File: config.mk
export PLATFORM = sky130hd
export DESIGN_NAME = div_32_seq
export DESIGN_NICKNAME = d
export VERILOG_FILES = /design/src/rtl/div_32_seq.sv
export SDC_FILE = /design/constraint.sdc
export NUM_CORES = 1
export LEC_CHECK = 0
export BUFFER_PORTS_ARGS = -buffer_cell sky130_fd_sc_hd__buf_2
export CAP_MARGIN = 20
export CORE_ASPECT_RATIO = 0.9
export CORE_MARGIN = 3
export CORE_UTILIZATION = 50
export CTS_CLUSTER_DIAMETER = 40
export DETAILED_ROUTE_END_ITERATION = 10
export PLACE_DENSITY = 0.73
export SKIP_LAST_GASP = 1
export SYNTH_ARGS = -nofsm -noshare
export SYNTH_HDL_FRONTEND = slang
export SYNTH_SLANG_ARGS = --single-unit
File: constraint.sdc
create_clock -name clk -period 2.7 [get_ports clk]
set_input_delay 0.27 -clock clk [delete_from_list [all_inputs] [get_ports clk]]
set_output_delay 0.27 -clock clk [all_outputs]
set_load 0.02 [all_outputs]
File: src/rtl/div_32_seq.sv
// rtl/div_32_seq.sv - sequential unsigned restoring divider, one quotient bit per clock
// Divide-by-zero completes after one cycle with quo=all ones, rem=dividend.
module div_32_seq #(
  parameter int WIDTH = 32
) (
  input  logic             clk,
  input  logic             rst_n,
  input  logic             start,
  input  logic [WIDTH-1:0] a,
  input  logic [WIDTH-1:0] b,
  output logic             busy,
  output logic             done,
  output logic [WIDTH-1:0] quo,
  output logic [WIDTH-1:0] rem,
  output logic             dbz
);

  localparam int CW = $clog2(WIDTH + 1);

  typedef enum logic {IDLE, RUN} state_t;

  state_t           state, state_nxt;
  logic [CW-1:0]    cnt, cnt_nxt;
  logic [WIDTH-1:0] rp, rp_nxt;
  logic [WIDTH-1:0] qsh, qsh_nxt;
  logic [WIDTH-1:0] dvs, dvs_nxt;
  logic [WIDTH-1:0] quo_nxt, rem_nxt;
  logic             zdiv, zdiv_nxt;
  logic             done_nxt, dbz_nxt;
  logic [WIDTH:0]   trial;
  logic             borrow;

  assign trial = {1'b0, rp[WIDTH-2:0], qsh[WIDTH-1]} - {1'b0, dvs};
  // A set top bit of rp means the shifted value already exceeds any divisor.
  assign borrow = trial[WIDTH] & ~rp[WIDTH-1];

  assign busy = (state == RUN);

  always_ff @(posedge clk or negedge rst_n) begin
    if (!rst_n) begin
      state <= IDLE;
    end else begin
      state <= state_nxt;
    end
  end

  always_comb begin
    state_nxt = state;
    cnt_nxt   = cnt;
    rp_nxt    = rp;
    qsh_nxt   = qsh;
    dvs_nxt   = dvs;
    zdiv_nxt  = zdiv;
    quo_nxt   = quo;
    rem_nxt   = rem;
    dbz_nxt   = dbz;
    done_nxt  = 1'b0;
    case (state)
      IDLE: begin
        if (start) begin
          rp_nxt    = '0;
          qsh_nxt   = a;
          dvs_nxt   = b;
          cnt_nxt   = CW'(WIDTH);
          zdiv_nxt  = (b == '0);
          state_nxt = RUN;
        end
      end
      RUN: begin
        if (zdiv) begin
          quo_nxt   = '1;
          rem_nxt   = qsh;
          dbz_nxt   = 1'b1;
          done_nxt  = 1'b1;
          zdiv_nxt  = 1'b0;
          cnt_nxt   = '0;
          state_nxt = IDLE;
        end else begin
          if (!borrow) begin
            rp_nxt  = trial[WIDTH-1:0];
            qsh_nxt = {qsh[WIDTH-2:0], 1'b1};
          end else begin
            rp_nxt  = {rp[WIDTH-2:0], qsh[WIDTH-1]};
            qsh_nxt = {qsh[WIDTH-2:0], 1'b0};
          end
          cnt_nxt = cnt - CW'(1);
          if (cnt == CW'(1)) begin
            quo_nxt   = qsh_nxt;
            rem_nxt   = rp_nxt;
            dbz_nxt   = 1'b0;
            done_nxt  = 1'b1;
            state_nxt = IDLE;
          end
        end
      end
      default: state_nxt = IDLE;
    endcase
  end

  always_ff @(posedge clk or negedge rst_n) begin
    if (!rst_n) begin
      cnt  <= '0;
      rp   <= '0;
      qsh  <= '0;
      dvs  <= '0;
      zdiv <= 1'b0;
      quo  <= '0;
      rem  <= '0;
      dbz  <= 1'b0;
      done <= 1'b0;
    end else begin
      cnt  <= cnt_nxt;
      rp   <= rp_nxt;
      qsh  <= qsh_nxt;
      dvs  <= dvs_nxt;
      zdiv <= zdiv_nxt;
      quo  <= quo_nxt;
      rem  <= rem_nxt;
      dbz  <= dbz_nxt;
      done <= done_nxt;
    end
  end

endmodule

**Word level (Yosys, flattened, before mapping)**

Cells that the tools add are included.

- Register bits after elaboration: 170
- Input port bits: 67
- Output and inout bits: 67
- Word-level logic and storage cells: 49

- Add/subtract/negate cells: 2
- Equality and inequality tests: 3
- Muxes and demuxes: 26
- Bitwise logic cells: 3
- Reductions and logical operators: 5

Operators by type and width:

| cell | number |
|---|---|
| 32-bit two-way mux | 9 |
| 32-bit case mux with 2 select lines | 2 |
| 32-bit by 32-bit subtractor with 33-bit output | 1 |
| 32-bit zero test | 1 |
| 6-bit two-way mux | 2 |
| 6-bit case mux with 2 select lines | 1 |
| 1-bit two-way mux | 10 |
| 6-bit by 1-bit equality test with 1-bit output (second input constant) | 1 |
| 2-bit AND reduction | 3 |
| 6-bit by 1-bit subtractor with 6-bit output (second input constant) | 1 |
| 2-bit != test (second input constant) | 2 |
| 1-bit case mux with 2 select lines | 2 |
| 1-bit NOT | 2 |
| 2-bit nonzero test | 1 |
| 1-bit AND | 1 |

**Longest topological paths before layout**

- Depth after elaboration: 5
- Depth in mapped cells: 14
- Mapped depth without buffers: 12

**Worst setup path before layout**

No wires, ideal clock.

- Path type: register -> register
- From: register qsh[31]
- To: register rp[20]
- Setup time: 134 ps
- Arrival time: 2720 ps
- Required time: 2566 ps
- Slack: -154 ps
- Stages on the path, launching flop included: 13
- Path buffers: 0
- Period minus slack after synthesis: 2854 ps
- Cell sequence: dfrtp_1 inv_1 ha_1 inv_1 fa_1 a21o_1 a221oi_2 o21ai_0 a2111oi_1 o31ai_1 xor2_1 mux2i_1 o21ai_0

- Longest elaborated chain between the ends: 5

Ends and longest elaborated chain:

| item | line | source |
|---|---|---|
| start: declaration | 25 | `logic [WIDTH-1:0] qsh, qsh_nxt;` |
| start signal: assignment | 114 | `qsh <= qsh_nxt;` |
| 32-bit by 32-bit subtractor with 33-bit output (*) | 33 | `assign trial = {1'b0, rp[WIDTH-2:0], qsh[WIDTH-1]} - {1'b0, dvs};` |
| 1-bit AND | 35 | `assign borrow = trial[WIDTH] & ~rp[WIDTH-1];` |
| 32-bit two-way mux (*) | 79 | `if (!borrow) begin` |
| 32-bit two-way mux (*) | 70 | `if (zdiv) begin` |
| 32-bit case mux with 2 select lines (*) | 58 | `case (state)` |
| end signal: assignment | 113 | `rp <= rp_nxt;` |
| end: declaration | 24 | `logic [WIDTH-1:0] rp, rp_nxt;` |

Every way passes the cells marked *; elsewhere a longest branch is shown, timed or not. The select of a mux whose other input is x is not followed.
A chain may end at the register's enable or synchronous reset.

**Final worst setup path**

- From: register qsh[31]
- To: register rp[1]

Same word-level chain as after synthesis.

==> run summary <==
Antenna Cells - 0
Setup Skew - 0.0126 ns
largest net degree at the start of global routing - 72
failing checks - setup timing
first-pass GRT wire length - 44000 um
CTS tree - built
final worst slack - -0.185 ns
Crit. End Element - flop
clock sink total - 170
I/O Buffers - 133
Iter 0 DRT Violations - 781
Yosys warning count - 0
EDFF count, synth - 0
Finished Layout Cells - 1434
DR DRC count - 0
Worst Tran Pin Value - 0.826 ns
Synth async-reset ratio - 100%
maxcap violations - 0
gr ovfl total - 0
Final Max Tran Viols - 0
layout overhead on the synthesized area - 31.5%
post-synthesis sequential area ratio - 45.7%
total iterations of the first detailed-routing run - 5
synthesized area per cell - 9.55 um^2
num rows - 46
RSZ-0062 raised after global routing - yes
H-tree levels - 4
CP Data Required Time - 3.00 ns
Top FF cell, synth - dfrtp_1
via count - 8464
GP Congestion - 0.919
worst rel slew slack - 44.4%
Netlist cell types - 68
TritonCTS Buffers - 17
register bit total from synthesis - 170
WL final - 28900 um
Net count, final - 1283
final setup vio count - 65
Clk Latency, worst-skew pair - 0.44 ns
initial antenna violation count - 0
critical path data arrival time - 3.19 ns
hpwl dp - 20100 um
Hold Crit Class - in2reg
final hold vios - 0
number of global-route vias before repair - 8164
Netlist Area Pre-Place - 9310 um^2
Yosys top cell area share - 45.7%
Total Routing Usage GR - 27.8%
core footprint - 18000 um^2
Final ANT Viol Nets - 0
final hold slack - 0.0541 ns
Worst Setup Start Kind - flop
FMAX - 347 MHz
die width - 150 um
fin crit period - 2.89 ns
Die ar. - 20300 um^2
dpl cells - 1386
ranking of synthesized cells by area - dfrtp_1 46%, mux2i_1 6.7%, o21ai_0 6.0%
Mapped Nets - 1076
clock tree buffer depth - 2
DR WL/cell - 20.1 um
largest area contributor in the netlist - dfrtp_1
Post-Syn Instances - 974
Tcrit/Tclk final - 107%
Initial Util - 51.8%
Die Span Y - 135 um
worst-path maximum fanout - 4
vias per std cell - 5.90
Worst-path clk slew - 0.08 ns
root buf cell - clkbuf_16
share of layout cells above drive strength 1 - 30.3%
outcome - complete, but fails checks
IO Count - 134
critical path class - reg2reg
layout make-up:
class / count / area (um^2)
Clock buffer: 17 / 425
Tap cell: 240 / 300
Timing Repair Buffer: 246 / 1650
Sequential cell: 170 / 4260
Inverter: 49 / 184
Fill cell: 1353 / 5720
Clock inverter: 15 / 184
Multi-Input combinational cell: 697 / 5230
layer usage:
layer,up-vias,routed length [um],track usage [%]
met5,-,0,0
met4,0,753,7.88
met3,48,2710,7.86
met2,373,12700,40.2
met1,4097,12700,41.1
li1,3946,-,-
timing repair:
| action | CTS | global route |
|---|---|---|
| pin swaps | 16 | 25 |
| resized for setup | 54 | 77 |
| endpoints found under the hold margin | 67 | 0 |
| hold buffers | 1 | 0 |
| cloned | 0 | 3 |
| endpoints found under the setup margin | 66 | 66 |
| setup buffers | 7 | 7 |
synth_stat cells, types with 3 or more instances:
library cell and n:
o31ai_1 3, buf_2 4, nor3_1 6, clkbuf_1 44, and2_1 3, nor4_1 9
dfrtp_1 170, o21ai_1 15, o22ai_1 7, nand4_1 10, nand2b_1 4, buf_1 8
o21a_1 5, nand2_1 134, a221o_1 21, nor2b_1 4, a22oi_1 3, o22a_1 31
a21boi_0 6, o21ai_0 111, mux2i_1 62, o41ai_1 3, a211oi_1 7, a21oi_1 45
nor2_1 36, inv_1 48, o21bai_1 22, xor2_1 11, ha_1 34, nand3_1 7
a21o_1 9, nor3b_1 25, xnor2_1 16, o211ai_1 5, a31oi_1 7
stage by stage:
step                      utilization (%)  setup slack (ns)  setup TNS [ns]  cell area [um^2]
final                                68.1            -0.185           -5.37             12200
after global routing                 68.1            -0.292          -11.16             12200
after CTS                            65.7            -0.104           -2.19             11800
after detailed placement             60.5            -0.263          -10.89             10900
after global placement               60.5            -0.136           -6.37             10900
after floorplan                         -           -0.0892           -1.64              9320
critical path, stage by stage, from the launching register on:
cell      delay (ns)
dfrtp_1         0.40
inv_2           0.09
ha_4            0.13
inv_2           0.03
fa_2            0.33
a21o_1          0.20
a221oi_4        0.31
nor3_2          0.09
o21ai_2         0.19
o211ai_4        0.14
buf_6           0.17
a21oi_4         0.21
mux2i_2         0.32
o21ai_0         0.12
logic make-up (layout without fill, tap and decap cells):
kind of cell / after synthesis / in the layout / share of synthesized area, %
flops: 170 / 170 / 45.7
compound gates: 319 / 320 / 22.5
xor+xnor: 27 / 27 / 2.54
simple gates: 251 / 251 / 12.8
buf+inv: 108 / 327 / 4.75
mux: 64 / 64 / 6.91
fa+ha+maj: 35 / 35 / 4.79
cell usage in the layout, fill, tap and decap left out, types with 5 or more instances in the layout:
cell / instances
nor3_1: 5
o22ai_1: 7
nor2_1: 35
a31oi_1: 6
inv_1: 46
mux2i_4: 23
nand2_1: 131
a21oi_2: 6
a21oi_1: 39
buf_6: 5
o211ai_1: 5
buf_4: 100
o21bai_1: 22
dfrtp_2: 5
clkbuf_16: 19
nor3b_1: 25
o22a_1: 31
nand4_1: 10
ha_4: 6
buf_12: 6
a221o_1: 21
o21a_1: 5
dfrtp_1: 165
a21o_1: 9
o21ai_0: 86
o21ai_1: 34
xnor2_1: 15
mux2i_1: 36
nor4_1: 7
a211oi_2: 6
xor2_1: 10
nand3_1: 7
buf_2: 132
ha_1: 27
o21ai_2: 6
sequential cells by signal, indices dropped and copies added, names as in the netlist, 6 cells and up:
register  flops
dvs          32
qsh          32
quo          32
rem          32
rp           32
cnt           6
worst paths after layout:
kind	start	end	slack [ns]	depth (start not counted)
worst max register to register	qsh[31]	rp[1]	-0.19	13
min in group asynchronous	rst_n	dvs[27]	0.42	2
worst max-delay path	qsh[31]	rp[1]	-0.19	13
max in group asynchronous	rst_n	qsh[14]	1.48	3
worst min register to register	quo[8]	quo[8]	0.50	1
worst min-delay path	b[30]	dvs[30]	0.05	3
Power is left out: the tool's default activity adds up to more than one toggle a clock period on the data nets, which glitch-free logic cannot reach.
